File: config.mk
export PLATFORM = sky130hd
export DESIGN_NAME = fp32_maxmin_reduce_flat
export DESIGN_NICKNAME = d
export VERILOG_FILES = /design/src/rtl/fp32_maxmin_reduce_if.sv /design/src/rtl/fp32_maxmin_reduce.sv /design/src/flat_wrapper.sv
export SDC_FILE = /design/constraint.sdc
export NUM_CORES = 1
export LEC_CHECK = 0
export ABC_AREA = 1
export BUFFER_PORTS_ARGS = -buffer_cell sky130_fd_sc_hd__buf_2
export CORE_ASPECT_RATIO = 1.25
export CORE_MARGIN = 4
export CORE_UTILIZATION = 40
export DETAILED_ROUTE_END_ITERATION = 12
export PLACE_DENSITY = 0.6
export SLEW_MARGIN = 25
export SYNTH_ARGS = -nofsm -noshare
export SYNTH_HDL_FRONTEND = slang
export SYNTH_SLANG_ARGS = --single-unit
File: constraint.sdc
create_clock -name clk -period 9.1 [get_ports clk]
set_clock_uncertainty 0.05 [all_clocks]
set_input_delay 0.91 -clock clk [delete_from_list [all_inputs] [get_ports clk]]
set_output_delay 0.91 -clock clk [all_outputs]
set_load 0.005 [all_outputs]
File: src/rtl/fp32_maxmin_reduce_if.sv
// Handshake bundle for the streaming FP32 max/min reduction unit.
// The master side feeds beats and accepts results; the slave side is the reducer.
interface fp32_maxmin_reduce_if #(
    parameter int LANES = 4,
    parameter int IDX_W = 16
);
    logic                  i_valid;
    logic                  i_ready;
    logic                  i_is_max;
    logic                  i_last;
    logic [LANES-1:0]      i_lane_en;
    logic [LANES*32-1:0]   i_data;
    logic                  o_res_valid;
    logic                  i_res_ready;
    logic [31:0]           o_res;
    logic [IDX_W-1:0]      o_res_idx;
    logic                  o_res_nan;
    logic                  o_res_empty;

    modport master (
        output i_valid, i_is_max, i_last, i_lane_en, i_data, i_res_ready,
        input  i_ready, o_res_valid, o_res, o_res_idx, o_res_nan, o_res_empty
    );

    modport slave (
        input  i_valid, i_is_max, i_last, i_lane_en, i_data, i_res_ready,
        output i_ready, o_res_valid, o_res, o_res_idx, o_res_nan, o_res_empty
    );
endinterface

File: src/rtl/fp32_maxmin_reduce.sv
// Streaming FP32 max/min reduction: each frame of LANES-wide beats is reduced to
// one value plus the element index where it first occurred. NaNs dominate, ties
// go to the lower index, and a frame with no enabled element reports empty.
// Pipeline: stage 1 registers the beat, stage 2 folds the lane tree into the
// accumulator, and the result register loads one cycle after the last beat folds.
module fp32_maxmin_reduce #(
    parameter int LANES = 4,
    parameter int IDX_W = 16
) (
    input  logic                 clk,
    input  logic                 rst,
    fp32_maxmin_reduce_if.slave  bus
);

    localparam int LOG2L = $clog2(LANES);

    typedef enum logic [1:0] {
        IDLE,
        ACC,
        DONE
    } state_t;

    // One candidate element: NaN candidates always beat ordinary ones.
    typedef struct packed {
        logic             valid;
        logic             nan;
        logic [31:0]      val;
        logic [IDX_W-1:0] idx;
    } elem_t;

    state_t state;
    state_t next_state;
    logic   ready;
    logic   accept;

    logic [IDX_W-1:0]    beat_cnt;
    logic                mode_max;
    logic                s1_valid;
    logic                s1_first;
    logic                s1_last;
    logic [LANES-1:0]    s1_en;
    logic [LANES*32-1:0] s1_data;
    logic [IDX_W-1:0]    s1_beat;

    elem_t acc;
    elem_t acc_next;
    logic  s2_last;

    logic             res_valid;
    logic [31:0]      res_val;
    logic [IDX_W-1:0] res_idx;
    logic             res_nan;
    logic             res_empty;

    function automatic logic is_nan(input logic [31:0] v);
        return (v[30:23] == 8'hFF) && (v[22:0] != 23'd0);
    endfunction

    // Strict ordering: opposite signs favour the positive one (+0 > -0);
    // equal signs compare magnitude, reversed for negatives.
    function automatic logic greater(input logic [31:0] a, input logic [31:0] b);
        if (a[31] != b[31])
            return !a[31];
        else if (!a[31])
            return a[30:0] > b[30:0];
        else
            return a[30:0] < b[30:0];
    endfunction

    // Combine two candidates where lo always carries the lower element index,
    // so the lower index survives ties and the first NaN survives later NaNs.
    function automatic elem_t merge(input elem_t lo, input elem_t hi, input logic is_max);
        if (!hi.valid)
            return lo;
        if (!lo.valid)
            return hi;
        if (lo.nan)
            return lo;
        if (hi.nan)
            return hi;
        if (is_max ? greater(hi.val, lo.val) : greater(lo.val, hi.val))
            return hi;
        return lo;
    endfunction

    // Frame state register.
    always_ff @(posedge clk) begin
        if (rst)
            state <= IDLE;
        else
            state <= next_state;
    end

    // Frame sequencing: input closes after the last beat until the result is taken.
    always_comb begin
        next_state = state;
        ready      = 1'b0;
        case (state)
            IDLE: begin
                ready = !rst;
                if (bus.i_valid && !rst)
                    next_state = bus.i_last ? DONE : ACC;
            end
            ACC: begin
                ready = !rst;
                if (bus.i_valid && !rst && bus.i_last)
                    next_state = DONE;
            end
            DONE: begin
                if (res_valid && bus.i_res_ready)
                    next_state = IDLE;
            end
            default: next_state = IDLE;
        endcase
    end

    assign accept      = bus.i_valid & ready;
    assign bus.i_ready = ready;

    // Stage 1: capture the accepted beat, its beat number and, on frame start, the mode.
    always_ff @(posedge clk) begin
        if (rst) begin
            beat_cnt <= '0;
            mode_max <= 1'b0;
            s1_valid <= 1'b0;
            s1_first <= 1'b0;
            s1_last  <= 1'b0;
            s1_en    <= '0;
            s1_data  <= '0;
            s1_beat  <= '0;
        end else begin
            s1_valid <= accept;
            if (accept) begin
                s1_first <= (state == IDLE);
                s1_last  <= bus.i_last;
                s1_en    <= bus.i_lane_en;
                s1_data  <= bus.i_data;
                if (state == IDLE) begin
                    s1_beat  <= '0;
                    beat_cnt <= IDX_W'(1);
                    mode_max <= bus.i_is_max;
                end else begin
                    s1_beat  <= beat_cnt;
                    beat_cnt <= beat_cnt + 1'b1;
                end
            end
        end
    end

    // Stage 2 combinational path: lane tree, then fold into the running accumulator.
    always_comb begin
        elem_t node [LANES];
        for (int k = 0; k < LANES; k++) begin
            node[k].valid = s1_en[k];
            node[k].nan   = s1_en[k] & is_nan(s1_data[32*k +: 32]);
            node[k].val   = s1_data[32*k +: 32];
            node[k].idx   = (s1_beat << LOG2L) | IDX_W'(k);
        end
        for (int lvl = 0; lvl < LOG2L; lvl++) begin
            for (int k = 0; k < LANES; k += (2 << lvl)) begin
                if (k + (1 << lvl) < LANES)
                    node[k] = merge(node[k], node[k + (1 << lvl)], mode_max);
            end
        end
        acc_next = merge(s1_first ? elem_t'('0) : acc, node[0], mode_max);
    end

    // Stage 2 register: the accumulator only moves when a beat is present.
    always_ff @(posedge clk) begin
        if (rst) begin
            acc     <= '0;
            s2_last <= 1'b0;
        end else begin
            s2_last <= s1_valid & s1_last;
            if (s1_valid)
                acc <= acc_next;
        end
    end

    // Result register: load the finished frame, hold it until the downstream takes it.
    always_ff @(posedge clk) begin
        if (rst) begin
            res_valid <= 1'b0;
            res_val   <= '0;
            res_idx   <= '0;
            res_nan   <= 1'b0;
            res_empty <= 1'b0;
        end else if (s2_last) begin
            res_valid <= 1'b1;
            if (!acc.valid) begin
                res_val   <= '0;
                res_idx   <= '0;
                res_nan   <= 1'b0;
                res_empty <= 1'b1;
            end else if (acc.nan) begin
                res_val   <= 32'hFFFF_FFFF;
                res_idx   <= acc.idx;
                res_nan   <= 1'b1;
                res_empty <= 1'b0;
            end else begin
                res_val   <= acc.val;
                res_idx   <= acc.idx;
                res_nan   <= 1'b0;
                res_empty <= 1'b0;
            end
        end else if (res_valid && bus.i_res_ready) begin
            res_valid <= 1'b0;
        end
    end

    assign bus.o_res_valid = res_valid;
    assign bus.o_res       = res_val;
    assign bus.o_res_idx   = res_idx;
    assign bus.o_res_nan   = res_nan;
    assign bus.o_res_empty = res_empty;

endmodule

File: src/flat_wrapper.sv
// flat-port wrapper written by rule: the top's interface ports become plain ports
module fp32_maxmin_reduce_flat 
#(
    parameter int LANES = 4,
    parameter int IDX_W = 16
)
  (clk, rst, bus_i_valid, bus_i_is_max, bus_i_last, bus_i_lane_en, bus_i_data, bus_i_res_ready, bus_i_ready, bus_o_res_valid, bus_o_res, bus_o_res_idx, bus_o_res_nan, bus_o_res_empty);
  fp32_maxmin_reduce_if #(.LANES(LANES), .IDX_W(IDX_W)) bus_i ();
  input  logic clk;
  input  logic rst;
  input wire logic [$bits(bus_i.i_valid)-1:0] bus_i_valid;
  input wire logic [$bits(bus_i.i_is_max)-1:0] bus_i_is_max;
  input wire logic [$bits(bus_i.i_last)-1:0] bus_i_last;
  input wire logic [$bits(bus_i.i_lane_en)-1:0] bus_i_lane_en;
  input wire logic [$bits(bus_i.i_data)-1:0] bus_i_data;
  input wire logic [$bits(bus_i.i_res_ready)-1:0] bus_i_res_ready;
  output wire logic [$bits(bus_i.i_ready)-1:0] bus_i_ready;
  output wire logic [$bits(bus_i.o_res_valid)-1:0] bus_o_res_valid;
  output wire logic [$bits(bus_i.o_res)-1:0] bus_o_res;
  output wire logic [$bits(bus_i.o_res_idx)-1:0] bus_o_res_idx;
  output wire logic [$bits(bus_i.o_res_nan)-1:0] bus_o_res_nan;
  output wire logic [$bits(bus_i.o_res_empty)-1:0] bus_o_res_empty;
  assign bus_i.i_valid = bus_i_valid;
  assign bus_i.i_is_max = bus_i_is_max;
  assign bus_i.i_last = bus_i_last;
  assign bus_i.i_lane_en = bus_i_lane_en;
  assign bus_i.i_data = bus_i_data;
  assign bus_i.i_res_ready = bus_i_res_ready;
  assign bus_i_ready = bus_i.i_ready;
  assign bus_o_res_valid = bus_i.o_res_valid;
  assign bus_o_res = bus_i.o_res;
  assign bus_o_res_idx = bus_i.o_res_idx;
  assign bus_o_res_nan = bus_i.o_res_nan;
  assign bus_o_res_empty = bus_i.o_res_empty;
  fp32_maxmin_reduce #(.LANES(LANES), .IDX_W(IDX_W)) u_core (.clk(clk), .rst(rst), .bus(bus_i));
endmodule
[Yosys cells after proc, flatten, opt, wreduce, memory -nomap -nowiden]
Cells that the tools add are included.
Word-level totals
  memory bits (read-only): 0
  bits of input ports: 138
  bits in writable memories: 0
  output and inout port bits: 52
  flip-flop bits (word level): 270
  latch bits: 0
  memories: 0
Operators by class
  magnitude comparators: 16
  $add $sub $neg: 1
  multipliers: 0
  div/mod/pow operators: 0
  reductions and logical operators: 25
  bitwise logic cells: 6
  multiplexer cells: 165
  equal/unequal tests: 17
  shift operators: 0
Operators by type and width (count)
  2-to-1 mux 50 bit: 41
  > comparator 31 bit: 8
  < comparator 31 bit: 8
  2-to-1 mux 1 bit: 114
  nonzero test 23 bit: 4
  2-to-1 mux 32 bit: 2
  == test 8 bit (second input constant): 4
  2-to-1 mux 16 bit: 2
  adder 16 x 1 -> 16 bit (second input constant): 1
  2-to-1 mux 14 bit: 1
  logical NOT 1 bit: 9
  2-to-1 mux 2 bit: 4
  inequality test 1 bit: 8
  logical AND 1 bit: 7
  AND 1 bit: 6
  inequality test 2 x 1 -> 1 bit (second input constant): 3
  case mux 2 bit (3 select lines): 1
  AND reduction 3 bit: 1
  == test 2 x 1 -> 1 bit (second input constant): 1
  == test 2 bit (second input constant): 1
  logical NOT 2 bit: 1
  AND reduction 2 bit: 1
  nonzero test 2 bit: 1
  OR reduction 2 bit: 1

[Depth between registers and ports, before layout]
  depth after elaboration: 67
  mapped depth: 63
  gate-level depth less buffers: 60

[Worst setup path before layout]
Ideal clock, no wire load.
  kind: register to register
  start point: register u_core.s1_data[114]
  end point: register u_core.acc[31] (netlist name)
  data arrival time: 6.452 ns
  stages on the path, launching flop included: 55
  period minus slack after synthesis: 6.634 ns
  setup slack: 2.466 ns
  setup time: 0.132 ns
  path buffers: 3
  data required time: 8.918 ns
  path through: dfxtp_1 -> inv_1 -> ha_1 -> a21oi_1 -> o21a_1 -> o211ai_1 -> a221oi_1 -> nand2_1 -> o21ai_1 -> nand2_1 -> nand2_1 -> nand3_1 -> nand2_1 -> nand2_1 -> nand2_1 -> clkbuf_1 -> o21ai_0 -> ha_1 -> [... 19 more ...] -> a21oi_1 -> o21ai_0 -> a21o_1 -> a21oi_1 -> o21ai_0 -> a221oi_1 -> nand2_1 -> o31ai_1 -> a21oi_1 -> nand2_4 -> nand3_4 -> a21oi_4 -> buf_4 -> nand2_1 -> nand2_1 -> nand2_1 -> nand2_1 -> a21oi_1
Between the ends
  cells in the longest elaborated chain, start to end: 54
  elaborated cells on any way between the ends: 114
RTL lines
  start: declaration: line fp32_maxmin_reduce.sv:42  | logic [LANES*32-1:0] s1_data;
  start signal: assignment: line fp32_maxmin_reduce.sv:137  | s1_data <= bus.i_data;
  > comparator 31 bit or < comparator 31 bit (tied branches): line fp32_maxmin_reduce.sv:65, fp32_maxmin_reduce.sv:67
  2-to-1 mux 1 bit: line fp32_maxmin_reduce.sv:64  | else if (!a[31])
  2-to-1 mux 1 bit: line fp32_maxmin_reduce.sv:62  | if (a[31] != b[31])
  2-to-1 mux 1 bit: line fp32_maxmin_reduce.sv:81  | if (is_max ? greater(hi.val, lo.val) : greater(lo.val, hi.val))
  2-to-1 mux 1 bit: line fp32_maxmin_reduce.sv:79  | if (hi.nan)
  2-to-1 mux 1 bit: line fp32_maxmin_reduce.sv:77  | if (lo.nan)
  2-to-1 mux 1 bit: line fp32_maxmin_reduce.sv:75  | if (!lo.valid)
  2-to-1 mux 1 bit (3 in a row): line fp32_maxmin_reduce.sv:81
  [... 36 more ...]
  2-to-1 mux 1 bit: line fp32_maxmin_reduce.sv:79
  2-to-1 mux 1 bit: line fp32_maxmin_reduce.sv:77
  2-to-1 mux 1 bit: line fp32_maxmin_reduce.sv:75
  2-to-1 mux 50 bit: line fp32_maxmin_reduce.sv:83  | return lo;
  2-to-1 mux 50 bit: line fp32_maxmin_reduce.sv:81
  2-to-1 mux 50 bit: line fp32_maxmin_reduce.sv:79
  2-to-1 mux 50 bit: line fp32_maxmin_reduce.sv:77
  2-to-1 mux 50 bit *: line fp32_maxmin_reduce.sv:75
  end signal: assignment: line fp32_maxmin_reduce.sv:176  | acc <= acc_next;
  end: declaration: line fp32_maxmin_reduce.sv:45  | elem_t acc;
Mark *: on every way between the ends. The rest lies on a longest branch, timed or not. The select of a mux whose other input is x is not followed.
A chain may end at the register's enable or synchronous reset.

[Final worst setup path]
  start point: register u_core.s1_data[61]
  end point: register u_core.acc[24] (netlist name)
The elaborated chain is that of the path after synthesis.

==> flow_summary_export.csv <==
group,metric,value,unit
run_status,status,"completed",
floorplan,core_area,39100,µm²
global_routing,grt_util_all_layers,22.8,%
critical_path,critical-path-top-cell-by-count,"nand2_1",
synthesis,async_flop_share,0,%
synthesis,ys.flop_type,"dfxtp_1",
job,drv_cap,0,
clock_network,cts_buffers,29,
critical_path,worstSetupEndpointType,"register",
critical_path,crit_path_max_fanout,38,
synthesis,yosys.cell_types.count,44,
critical_path,critPathSlowestCell,"o21ai_0",
routing,routedWlPerCell,16.8,µm
sta,fmax,120,MHz
critical_path,critPathLaunchType,"register",
routing,drtPass1Iterations,6,
placed_design,gp_congestion,0.963,
floorplan,die_h,230,µm
synthesis,ys_seq_area_share,33.9,%
clock_network,clockBufferDepth,3,
floorplan,die_area,42800,µm²
sta,worst_slew_pin_slew,934,ps
routing,drt-initial-drc-count,1085,
finish,n_fill_cell,4054,
clock_network,cts_setup_buffers,0,
synthesis,synth_edf_count,0,
synthesis,syn_nets,2618,
critical_path,worstPathRequired,9450,ps
power_and_ir_drop,p_leak,8.30,nW
global_routing,grt_pass1_wl,79.3,mm
finish,nets,2743,
clock_network,htree_levels,1,
finish,multi_input_area,8830,µm²
synthesis,netlist_instances,2355,
floorplan,initial_core_util,40.5,%
routing,wl,50.3,mm
critical_path,worstPathArrival,8690,ps
routing,post-route-drc-count,0,
placed_design,dp_hpwl,38.2,mm
sta,rsz0062_at_grt,"no",
finish,regArea,5370,µm²
finish,num_antenna_cells,0,
sta,setup_tns,0,ps
sta,setup_viol,0,
placed_design,dp_cells,2947,
sta,period_share,91.6,%
floorplan,fp.dieW,186,µm
global_routing,grt_pass1_vias,15033,
synthesis,syn_avg_cell_area,6.72,µm²
hold_path,hold_class,"register to register",
finish,final_cell_mix,"nand2_1, o21ai_0, a21oi_1",
finish,area_delta_synth_final,14.7,%
critical_path,critical_path_class,"register to register",
power_and_ir_drop,p_per_area,192,nW/µm²
sta,period_minus_slack,8340,ps
floorplan,pin_count,190,
synthesis,ys_ff_latch,268,
finish,layout-drive-gt1-share,13.1,%
synthesis,syn_area,15800,µm²
routing,via_count,15677,
critical_path,critPathMaxStageDelay,610,ps
power_and_ir_drop,max-vdd-ir-drop,0.000147,V
routing,via_per_inst,5.23,
critical_path,worst-path-buf-inv,6,
sta,slew_headroom,37.7,%
critical_path,critical_path.top_delay_family,"simple AND/OR/NAND/NOR gates",
clock_network,numClockSinks,268,
global_routing,grt_overflow_total,0,
placed_design,numPortBuffers,189,
finish,layout_commonest_cell,"nand2_1",
clock_network,cts_tree,"yes",
clock_network,clk_latency,570,ps
routing,drtAntennaViolNets,0,
clock_network,clock-root-buffer,"clkbuf_16",
sta,hold_viol_final,0,
sta,maxSlewViolCount,0,
clock_network,clk_pin_slew,60,ps
synthesis,yosys_warnings,0,
global_routing,antenna_found_initial,0,
global_routing,grt_max_degree,135,
finish,final_cells,2999,
finish,finalInstanceArea,18200,µm²
placed_design,dpl_cell_area,17200,µm²
sta,fin_hold_ws,411,ps
floorplan,rows,81,
==> Yosys cell counts (all sizes together), types with 9 or more instances <==
cell,n,area (µm²)
dfxtp,268,5370
nor3,17,90.1
clkbuf,103,387
nor2,98,368
nand4,35,219
inv,288,1080
nor4,9,71.3
o21ai,347,1740
nand3,72,428
ha,125,1560
a21oi,300,1540
nand2,607,2330
buf,27,174
nor3b,12,95.1
==> stage by stage <==
stage	setup slack, ps	util [%]	total power, mW
final	763	46.4	3.48
after detailed placement	631	43.9	2.28
after floorplan	2470	-	1.98
after global placement	763	43.9	2.27
after CTS	603	46.4	3.50
after global routing	17.8	46.4	3.69
==> path summary, 6_finish.rpt <==
path | from | to | slack [ps] | depth (start not counted)
setup / recovery | u_core.s1_data[61] | u_core.acc[24] | 760 | 52
hold / removal | u_core.bus.o_res[4] | u_core.bus.o_res[4] | 410 | 2
setup reg to reg | u_core.s1_data[61] | u_core.acc[24] | 760 | 52
hold reg to reg | u_core.bus.o_res[4] | u_core.bus.o_res[4] | 410 | 2
==> flip-flops by register name, summed over array words and instances, names as in the netlist, 2 cells and up <==
name	flops
u_core.state	2
u_core.s1_beat	14
u_core.s1_en	4
u_core.bus.o_res_idx	16
u_core.bus.o_res	32
u_core.s1_data	128
u_core.acc	50
u_core.beat_cnt	14
==> cell type report <==
cell class	count	area share [%]
clock buffer	42	4.76
clock inverter	10	0.606
inverter	291	6.08
multi-input combinational	1666	48.6
sequential	268	29.5
tap	498	3.43
timing repair buffer	224	6.97
==> routing by layer <==
layer	track usage, %	vias to the layer above	share of wire (%)
met4	6.77	0	2.6
li1	-	8021	-
met1	29.9	7135	43
met2	39.5	448	49
met5	0	-	0
met3	2.62	73	5.4
==> kinds of logic (layout without fill, tap and decap cells) <==
group	count (synthesis)	after routing	synth area share (%)
AOI/OAI and AO/OA	688	688	22.8
adders and majority gates	127	127	10.0
buffers and inverters	421	567	10.4
DFF	268	268	33.9
and+or+nand+nor	851	851	22.8
==> worst min-delay path: stages (launching register included) <==
cell and delay (ps):
dfxtp_1 300, nand2_1 60, a21oi_1 50
==> where the power goes <==
part / total (mW) / switching [mW] / internal, mW
logic: 0.978 / 0.639 / 0.339
clock network: 1.21 / 0.496 / 0.713
registers: 1.29 / 0.0548 / 1.24
==> what timing repair did <==
item	4_1_cts	5_1_grt
hold buffers	0	0
setup endpoints to repair	0	47
resized for setup	0	9
No activity file was read; power rests on OpenSTA's default activity.
